[src/rtl/timer_pkg.sv]
// Shared types and constants for the two-mode seconds timer.
package timer_pkg;

   localparam int unsigned PRE_W        = 25;
   localparam int unsigned SEC_W        = 13;
   localparam int unsigned TICK_DIV_DEF = 25000000;
   localparam int unsigned MAX_SEC_DEF  = 5999;

   typedef enum logic [1:0] {
      ST_IDLE  = 2'd0,
      ST_RUN   = 2'd1,
      ST_PAUSE = 2'd2,
      ST_DONE  = 2'd3
   } state_e;

   // Clamp a preset to the terminal count.
   function automatic logic [SEC_W-1:0] sat_sec(input logic [SEC_W-1:0] v,
                                                input logic [SEC_W-1:0] max_v);
      return (v > max_v) ? max_v : v;
   endfunction

endpackage

[src/rtl/two_mode_timer_ctrl_inc.sv]
// 25-bit combinational incrementor, wraps modulo 2^25.
module two_mode_timer_ctrl_inc
   import timer_pkg::*;
(
   input  logic [PRE_W-1:0] in_val,
   output logic [PRE_W-1:0] out_val
);

   assign out_val = in_val + PRE_W'(1);

endmodule

[src/rtl/two_mode_timer_ctrl.sv]
// Stopwatch / countdown controller with one-second prescaler.
// Optional alarm output enabled by defining TIMER_ALARM_EN.
module two_mode_timer_ctrl
   import timer_pkg::*;
#(
   parameter int unsigned TICK_DIV = TICK_DIV_DEF,
   parameter int unsigned MAX_SEC  = MAX_SEC_DEF
) (
   input  logic             clk,
   input  logic             rst,
   input  logic             start_stop,
   input  logic             clear,
   input  logic             mode,
   input  logic             load_en,
   input  logic [SEC_W-1:0] load_val,
   output logic [SEC_W-1:0] sec_count,
   output logic             tick,
   output logic             running,
   output logic             done,
   output logic             alarm
);

   localparam logic [PRE_W-1:0] PRE_TERM = PRE_W'(TICK_DIV - 1);
   localparam logic [SEC_W-1:0] SEC_MAX  = SEC_W'(MAX_SEC);

   state_e           state_q, state_d;
   logic [PRE_W-1:0] pre_cnt_q, pre_cnt_d, pre_inc;
   logic [SEC_W-1:0] sec_q, sec_d, sec_step;
   logic             mode_q, mode_d;
   logic             tick_q, tick_d;
   logic             running_q, running_d;
   logic             done_q, done_d;
   logic             sec_term;

   two_mode_timer_ctrl_inc u_inc (
      .in_val  (pre_cnt_q),
      .out_val (pre_inc)
   );

`ifdef TIMER_ALARM_EN
   logic       alarm_q, alarm_d;
   logic [1:0] alarm_cnt_q, alarm_cnt_d;
`endif

   // Saturating one-second step; keeps sec_count inside 0..MAX_SEC even
   // when a preset already sits at the terminal value.
   always_comb begin
      if (mode_q) sec_step = (sec_q == '0) ? '0 : sec_q - SEC_W'(1);
      else        sec_step = (sec_q >= SEC_MAX) ? SEC_MAX : sec_q + SEC_W'(1);
      sec_term = mode_q ? (sec_step == '0) : (sec_step == SEC_MAX);
   end

   always_comb begin
      state_d   = state_q;
      pre_cnt_d = pre_cnt_q;
      sec_d     = sec_q;
      mode_d    = mode_q;
      tick_d    = 1'b0;
      done_d    = 1'b0;
`ifdef TIMER_ALARM_EN
      alarm_d     = alarm_q;
      alarm_cnt_d = alarm_cnt_q;
`endif
      if (clear) begin
         state_d   = ST_IDLE;
         pre_cnt_d = '0;
         sec_d     = '0;
`ifdef TIMER_ALARM_EN
         alarm_d     = 1'b0;
         alarm_cnt_d = '0;
`endif
      end else begin
         case (state_q)
            ST_IDLE: begin
               pre_cnt_d = '0;
               if (load_en) begin
                  sec_d = sat_sec(load_val, SEC_MAX);
               end else if (start_stop && !(mode && sec_q == '0)) begin
                  state_d = ST_RUN;
                  mode_d  = mode;
               end
            end
            ST_RUN: begin
               if (pre_cnt_q == PRE_TERM) begin
                  pre_cnt_d = '0;
                  tick_d    = 1'b1;
                  sec_d     = sec_step;
                  if (sec_term) begin
                     state_d = ST_DONE;
                     done_d  = 1'b1;
`ifdef TIMER_ALARM_EN
                     alarm_d     = 1'b1;
                     alarm_cnt_d = '0;
`endif
                  end else if (start_stop) begin
                     state_d = ST_PAUSE;
                  end
               end else begin
                  pre_cnt_d = pre_inc;
                  if (start_stop) state_d = ST_PAUSE;
               end
            end
            ST_PAUSE: begin
               if (load_en) begin
                  sec_d = sat_sec(load_val, SEC_MAX);
               end else if (start_stop) begin
                  state_d = ST_RUN;
               end
            end
            ST_DONE: begin
               pre_cnt_d = '0;
`ifdef TIMER_ALARM_EN
               // Prescaler keeps counting seconds only while the alarm is up.
               if (start_stop) begin
                  alarm_d = 1'b0;
               end else if (alarm_q) begin
                  if (pre_cnt_q == PRE_TERM) begin
                     alarm_cnt_d = alarm_cnt_q + 2'd1;
                     if (alarm_cnt_q == 2'd2) alarm_d = 1'b0;
                  end else begin
                     pre_cnt_d = pre_inc;
                  end
               end
`endif
               if (start_stop) state_d = ST_IDLE;
            end
            default: state_d = ST_IDLE;
         endcase
      end
      running_d = (state_d == ST_RUN);
   end

   always_ff @(posedge clk or posedge rst) begin
      if (rst) begin
         state_q   <= ST_IDLE;
         pre_cnt_q <= '0;
         sec_q     <= '0;
         mode_q    <= 1'b0;
         tick_q    <= 1'b0;
         running_q <= 1'b0;
         done_q    <= 1'b0;
      end else begin
         state_q   <= state_d;
         pre_cnt_q <= pre_cnt_d;
         sec_q     <= sec_d;
         mode_q    <= mode_d;
         tick_q    <= tick_d;
         running_q <= running_d;
         done_q    <= done_d;
      end
   end

`ifdef TIMER_ALARM_EN
   always_ff @(posedge clk or posedge rst) begin
      if (rst) begin
         alarm_q     <= 1'b0;
         alarm_cnt_q <= '0;
      end else begin
         alarm_q     <= alarm_d;
         alarm_cnt_q <= alarm_cnt_d;
      end
   end
   assign alarm = alarm_q;
`else
   assign alarm = 1'b0;
`endif

   assign sec_count = sec_q;
   assign tick      = tick_q;
   assign running   = running_q;
   assign done      = done_q;

endmodule

[config.mk]
export PLATFORM = sky130hd
export DESIGN_NAME = two_mode_timer_ctrl
export DESIGN_NICKNAME = d
export VERILOG_FILES = /design/src/rtl/timer_pkg.sv /design/src/rtl/two_mode_timer_ctrl_inc.sv /design/src/rtl/two_mode_timer_ctrl.sv
export SDC_FILE = /design/constraint.sdc
export NUM_CORES = 1
export LEC_CHECK = 0
export ABC_AREA = 1
export CORE_MARGIN = 5
export CORE_UTILIZATION = 55
export DETAILED_ROUTE_END_ITERATION = 12
export PLACE_DENSITY = 0.77
export SETUP_SLACK_MARGIN = 0.15
export SYNTH_ARGS = -nofsm -noshare
export SYNTH_HDL_FRONTEND = slang
export SYNTH_HIERARCHICAL = 1
export SYNTH_SLANG_ARGS = --single-unit
[constraint.sdc]
create_clock -name clk -period 4.5 [get_ports clk]
set_input_delay 0.675 -clock clk [delete_from_list [all_inputs] [get_ports clk]]
set_output_delay 0.675 -clock clk [all_outputs]
set_load 0.005 [all_outputs]
# Yosys cells after proc, flatten, opt, wreduce, memory -nomap -nowiden
# Index checks and enable logic that the tools add are counted.
totals:
  input_bits: 19
  register_bits: 44
  out_inout_bits: 17
  wordCells: 63
op_classes:
  bitwise_logic: 2
  n_reduce_logical: 12
  eq_ne: 8
  n_lt_le_gt_ge: 2
  n_mux: 29
  add_sub_neg: 3
ops:
  columns: ["cell", "count"]
  rows:
  - ["two-way mux 13 bit", 7]
  - ["two-way mux 25 bit", 2]
  - ["one-hot mux 25 bit (2 select lines)", 1]
  - ["zero test 13 bit", 2]
  - ["one-hot mux 13 bit (2 select lines)", 1]
  - ["adder 25 x 1 -> 25 bit, second input constant", 1]
  - ["== test 25 bit, second input constant", 1]
  - ["two-way mux 2 bit", 9]
  - ["adder 13 x 1 -> 13 bit, second input constant", 1]
  - ["== test 13 bit, second input constant", 1]
  - [">= comparator 13 bit, second input constant", 1]
  - ["greater-than comparator 13 bit, second input constant", 1]
  - ["subtractor 13 x 1 -> 13 bit, second input constant", 1]
  - ["two-way mux 1 bit", 8]
  - ["one-hot mux 2 bit (4 select lines)", 1]
  - ["nonzero test 3 bit", 2]
  - ["== test 2 x 1 -> 1 bit, second input constant", 2]
  - ["== test 2 bit, second input constant", 2]
  - ["AND reduction 4 bit", 1]
  - ["OR reduction 2 bit", 2]
  - ["!= test 3 x 1 -> 1 bit, second input constant", 1]
  - ["!= test 3 bit, second input constant", 1]
  - ["AND reduction 3 bit", 1]
  - ["logical AND 1 bit", 2]
  - ["other kinds (3)", 4]

# Depth between registers and ports, before layout
logic_depth:
  depth_word: 10
  mapped_depth: 20
  depth_no_buf: 20

# By module
# The synthesis kept the hierarchy.
by_module_without_submodules:
  columns: ["mod", "seq_area_each_um2", "area_per_inst_um2", "cells_per_inst", "instances"]
  rows:
  - ["two_mode_timer_ctrl", 1101.1, 3220.6, 472, 1]
  - ["two_mode_timer_ctrl_inc", 0.0, 660.6, 119, 1]

# Least setup slack after synthesis
# OpenSTA, ideal clock, no wires.
synth_timing:
  kind: "register -> register"
  from: "register state_q[0]"
  to: "register sec_q[7], in the netlist sec_count[7]"
  arrival_ns: 1.917
  n_path_buf: 0
  t_required_ns: 4.370
  stages_incl_launch_ff: 9
  setup_ns: 0.130
  setup_slack_ns: 2.453
  synth_period_minus_slack_ns: 2.047
  path_cell_list: "dfrtp_1 > inv_1 > ha_1 > nor2_2 > inv_1 > a31oi_1 > inv_1 > a22oi_1 > o22ai_1"
synth_between:
  elab_chain_cells: 4
  word_cells_on_any_way: 10
  classes_between: "eq/ne: 4; mux: 2; reduce/logical: 4"
synth_lines:
  columns: ["element", "line", "source"]
  rows:
  - ["start: declaration", "two_mode_timer_ctrl.sv:26", "state_e state_q, state_d;"]
  - ["start signal: assignment", "two_mode_timer_ctrl.sv:143", "state_q <= state_d;"]
  - ["== test 2 bit / zero test 2 bit (equally long branches)", "two_mode_timer_ctrl.sv:73", "case (state_q)"]
  - ["OR reduction 2 bit (no source line)", null, null]
  - ["!= test 3 x 1 -> 1 bit (no source line), or another cell as far along", null, null]
  - ["AND reduction 3 bit (no source line) / two-way mux 13 bit (equally long branches)", null, null]
  - ["end signal: assignment", "two_mode_timer_ctrl.sv:137", "sec_q <= '0;"]
  - ["end signal: assignment", "two_mode_timer_ctrl.sv:145", "sec_q <= sec_d;"]
  - ["end: declaration", "two_mode_timer_ctrl.sv:28", "logic [SEC_W-1:0] sec_q, sec_d, sec_step;"]
# Several ways; a longest one is shown, not always the timed one.
# A chain may end at the register's enable or synchronous reset.

# Worst setup path in the final report
layout_timing:
  from: "register state_q[0]"
  to: "register sec_q[4], in the netlist sec_count[4]"
# The elaborated chain is that of the path after synthesis.

==> flow_summary.ini <==
[outcome]
status = complete, no violations

[logic_synthesis]
synth_common_cells = nand2_1, inv_1, nor2_1, dfrtp_1, nand3_1
yosysWarningCount = 6
syn_area_per_cell_um2 = 6.567
synth-edff-count = 0
netlist_area_um2 = 3881
synth_ff_type = dfrtp_1
synth.most_common_cell = nand2_1
synthTopCellsByArea = dfrtp_1, nand2_1, inv_1, nor2_1, o22ai_1
synth_cells = 591
synth_nets = 618
synth_seq_cells = 44
synth_area_leader_cell = dfrtp_1
ys_types = 43
synthArstFlopShare_pct = 100.0
yosysSeqAreaShare_pct = 28.37
synth_top_area_share_pct = 28.37

[detailed_routing]
num_vias = 3864
drt_first_iter_violations = 242
drt_wl_total_mm = 10.25
wire_per_inst_um = 14.33
drc = 0
drtAntennaViolNets = 0
dr.pass1.iters = 5
viasPerCell = 5.404

[finish]
num-fill-cells = 665
antennaDiodeCount = 0
drive_above_1_share_pct = 10.66
nets = 646
regArea_um2 = 1101
multiInputGateArea_um2 = 2283
areaGrowthSynthToFinish_pct = 12.83

[power]
pwr-share-seq_pct = 29.2
powerDensity_nw_per_um2 = 508.8
ir_worst_vdd_mv = 0.1898
pwr-share-comb_pct = 55.0
switchingPower_w = 0.001097
swShare_pct = 49.25
p_leak_nw = 1.940
p_int_w = 0.001131
pwr-share-clk_pct = 15.8

[worst_hold_path]
min_path_type = reg -> reg

[timing]
hold_violations = 0
slew_viol_final = 0
rsz0062_at_grt = false
fin_worst_skew_ns = 0.003729
fin_ws_ns = 1.675
worstMarginPinSlew_ns = 1.062
period_share_pct = 62.77
fin_setup_tns_ns = 0
max_slew_margin_pct = 29.01
min_period_ns = 2.825
finalSetupViolCount = 0
fmax_ghz = 0.3540

[cts]
post_cts_buffers = 0
ctsHoldBuffers = 0
htreeDepth = 2
numCtsBuffers = 5
cts-resized-gates = 0
clockBufferDepth = 2
cts_tree = built
clkTransAtPathRegs_ns = 0.08
cts_sinks = 44
clock_latency_ns = 0.30
cts-root-buf = clkbuf_8

[critical_path]
crit_path_end_kind = register
path_max_fanout = 10
cp_slowest_cell = a31oi_1
cp_slowest_stage_delay_ns = 0.76
start_kind = register
cp_cell_sequence = inv_1 > ha_1 > nor2_2 > inv_1 > a31oi_1 > inv_1 > a21oi_1 > o22ai_1
setup.worst_path.class = reg -> reg
cp_num_buf_inv = 3
crit_top_cell = inv_1
crit_required_ns = 4.67
path_delay_family = compound AO/OA/AOI/OAI gates
cp.arrival_ns = 3.00

[grt]
grt_pass1_vias = 3709
overflow = 0
grt_first_pass_wirelength_mm = 17.26
grt.total_usage_pct = 24.62
grt_max_degree = 45
antenna_found_initial = 0

[floorplanning]
rows = 30
boundaryPins = 36
core_um2 = 6832
dieWidth_um = 94.01
die_area_um2 = 8837
start_util_pct = 56.81
die_h_um = 94.01

[place]
place.gp.congestion = 0.9551
place_ws_ns = 1.777
dp_hpwl_mm = 8.000
portBuffers = 34

[job]
drv_cap = 0
-- flip-flops by register name, summed over array words and instances (netlist names) --
signal / cells
tick: 1
state_q: 2
running: 1
pre_cnt_q: 25
sec_count: 13
done: 1
mode_q: 1
-- power groups by stage --
stage                     Combinational (W)  Sequential [W]  Clock (W)
final                               0.00123        0.000650   0.000352
after global routing                0.00138        0.000668   0.000379
after CTS                           0.00121        0.000644   0.000362
after detailed placement            0.00120        0.000653          0
after global placement              0.00120        0.000653          0
after floorplan                    0.000968        0.000545          0
-- metal layers --
metal | global-route usage (%) | part of all wire [%]
met1 | 30.52 | 42
met2 | 42.22 | 50
met3 | 2.965 | 4.2
met4 | 11.79 | 4.2
met5 | 0 | 0
-- worst register-to-register path, cell delays in order (launching register included) --
cell and delay [ns]:
dfrtp_1 0.46, inv_1 0.14, ha_1 0.31, nor2_2 0.37, inv_1 0.23, a31oi_1 0.77, inv_1 0.14, a21oi_1 0.18
o22ai_1 0.11
-- cells by family after synthesis --
family / share of synthesized area (%)
and+or+nand+nor: 38.56
buffers and inverters: 12.80
AOI/OAI and AO/OA: 12.44
DFF: 28.37
xor gates and xnor gates: 5.158
adders and majority gates: 2.579
other: 0.09662
-- metrics by stage --
stage / hold WS [ns] / power, W / util (%) / cell area [um^2] / cells
2_1_floorplan: 0.5438 / 0.001513 / - / 3881 / 591
3_3_place_gp: 0.5632 / 0.001848 / 62.22 / 4250 / 708
3_5_place_dp: 0.5800 / 0.001853 / 62.22 / 4250 / 708
4_1_cts: 0.5926 / 0.002216 / 64.10 / 4379 / 715
5_1_grt: 0.6361 / 0.002426 / 64.10 / 4379 / 715
6_report: 0.5961 / 0.002228 / 64.10 / 4379 / 715
-- cell usage in the layout, fill, tap and decap left out, types with 2 or more instances in the layout --
| cell type | netlist | routed |
|---|---|---|
| nand2_2 | 12 | 12 |
| nor2_2 | 12 | 12 |
| bufinv_16 | 0 | 2 |
| o211ai_1 | 2 | 2 |
| nand2_1 | 137 | 137 |
| o21ai_0 | 21 | 21 |
| nor4_1 | 3 | 3 |
| a31oi_1 | 4 | 4 |
| inv_1 | 101 | 100 |
| o21ai_1 | 5 | 5 |
| ha_1 | 8 | 8 |
| dfrtp_1 | 44 | 44 |
| clkdlybuf4s50_1 | 0 | 34 |
| nand4_1 | 8 | 8 |
| a21oi_1 | 10 | 10 |
| nor2_4 | 8 | 8 |
| or2_2 | 2 | 2 |
| xor2_1 | 16 | 16 |
| nand3_1 | 35 | 35 |
| a21oi_2 | 3 | 3 |
| xnor2_1 | 5 | 5 |
| inv_2 | 7 | 8 |
| nand3b_1 | 7 | 7 |
| o21ai_2 | 2 | 2 |
| nor3_1 | 6 | 6 |
| o22ai_1 | 31 | 31 |
| clkbuf_8 | 0 | 5 |
| nand3_2 | 5 | 5 |
| nor2_1 | 71 | 71 |
-- area by class of cell --
type                       instances  share of cell area (%)
inverter                         108                   9.257
multi-input combinational        426                   52.14
clock buffer                       5                   1.571
tap                               96                   2.743
clock inverter                     2                   1.371
sequential                        44                   25.14
timing repair buffer              34                   7.771
-- path summary, 6_finish.rpt --
path / start / end / slack, ns / cells after the start
min in group asynchronous: rst / pre_cnt_q[4] / 0.90 / 2
max in group asynchronous: rst / state_q[1] / 3.04 / 2
min reg2reg: pre_cnt_q[24] / pre_cnt_q[24] / 0.60 / 2
min: pre_cnt_q[24] / pre_cnt_q[24] / 0.60 / 2
max reg2reg: state_q[0] / sec_count[4] / 1.68 / 8
max: state_q[0] / sec_count[4] / 1.68 / 8
Power figures use the tool's default switching activity.
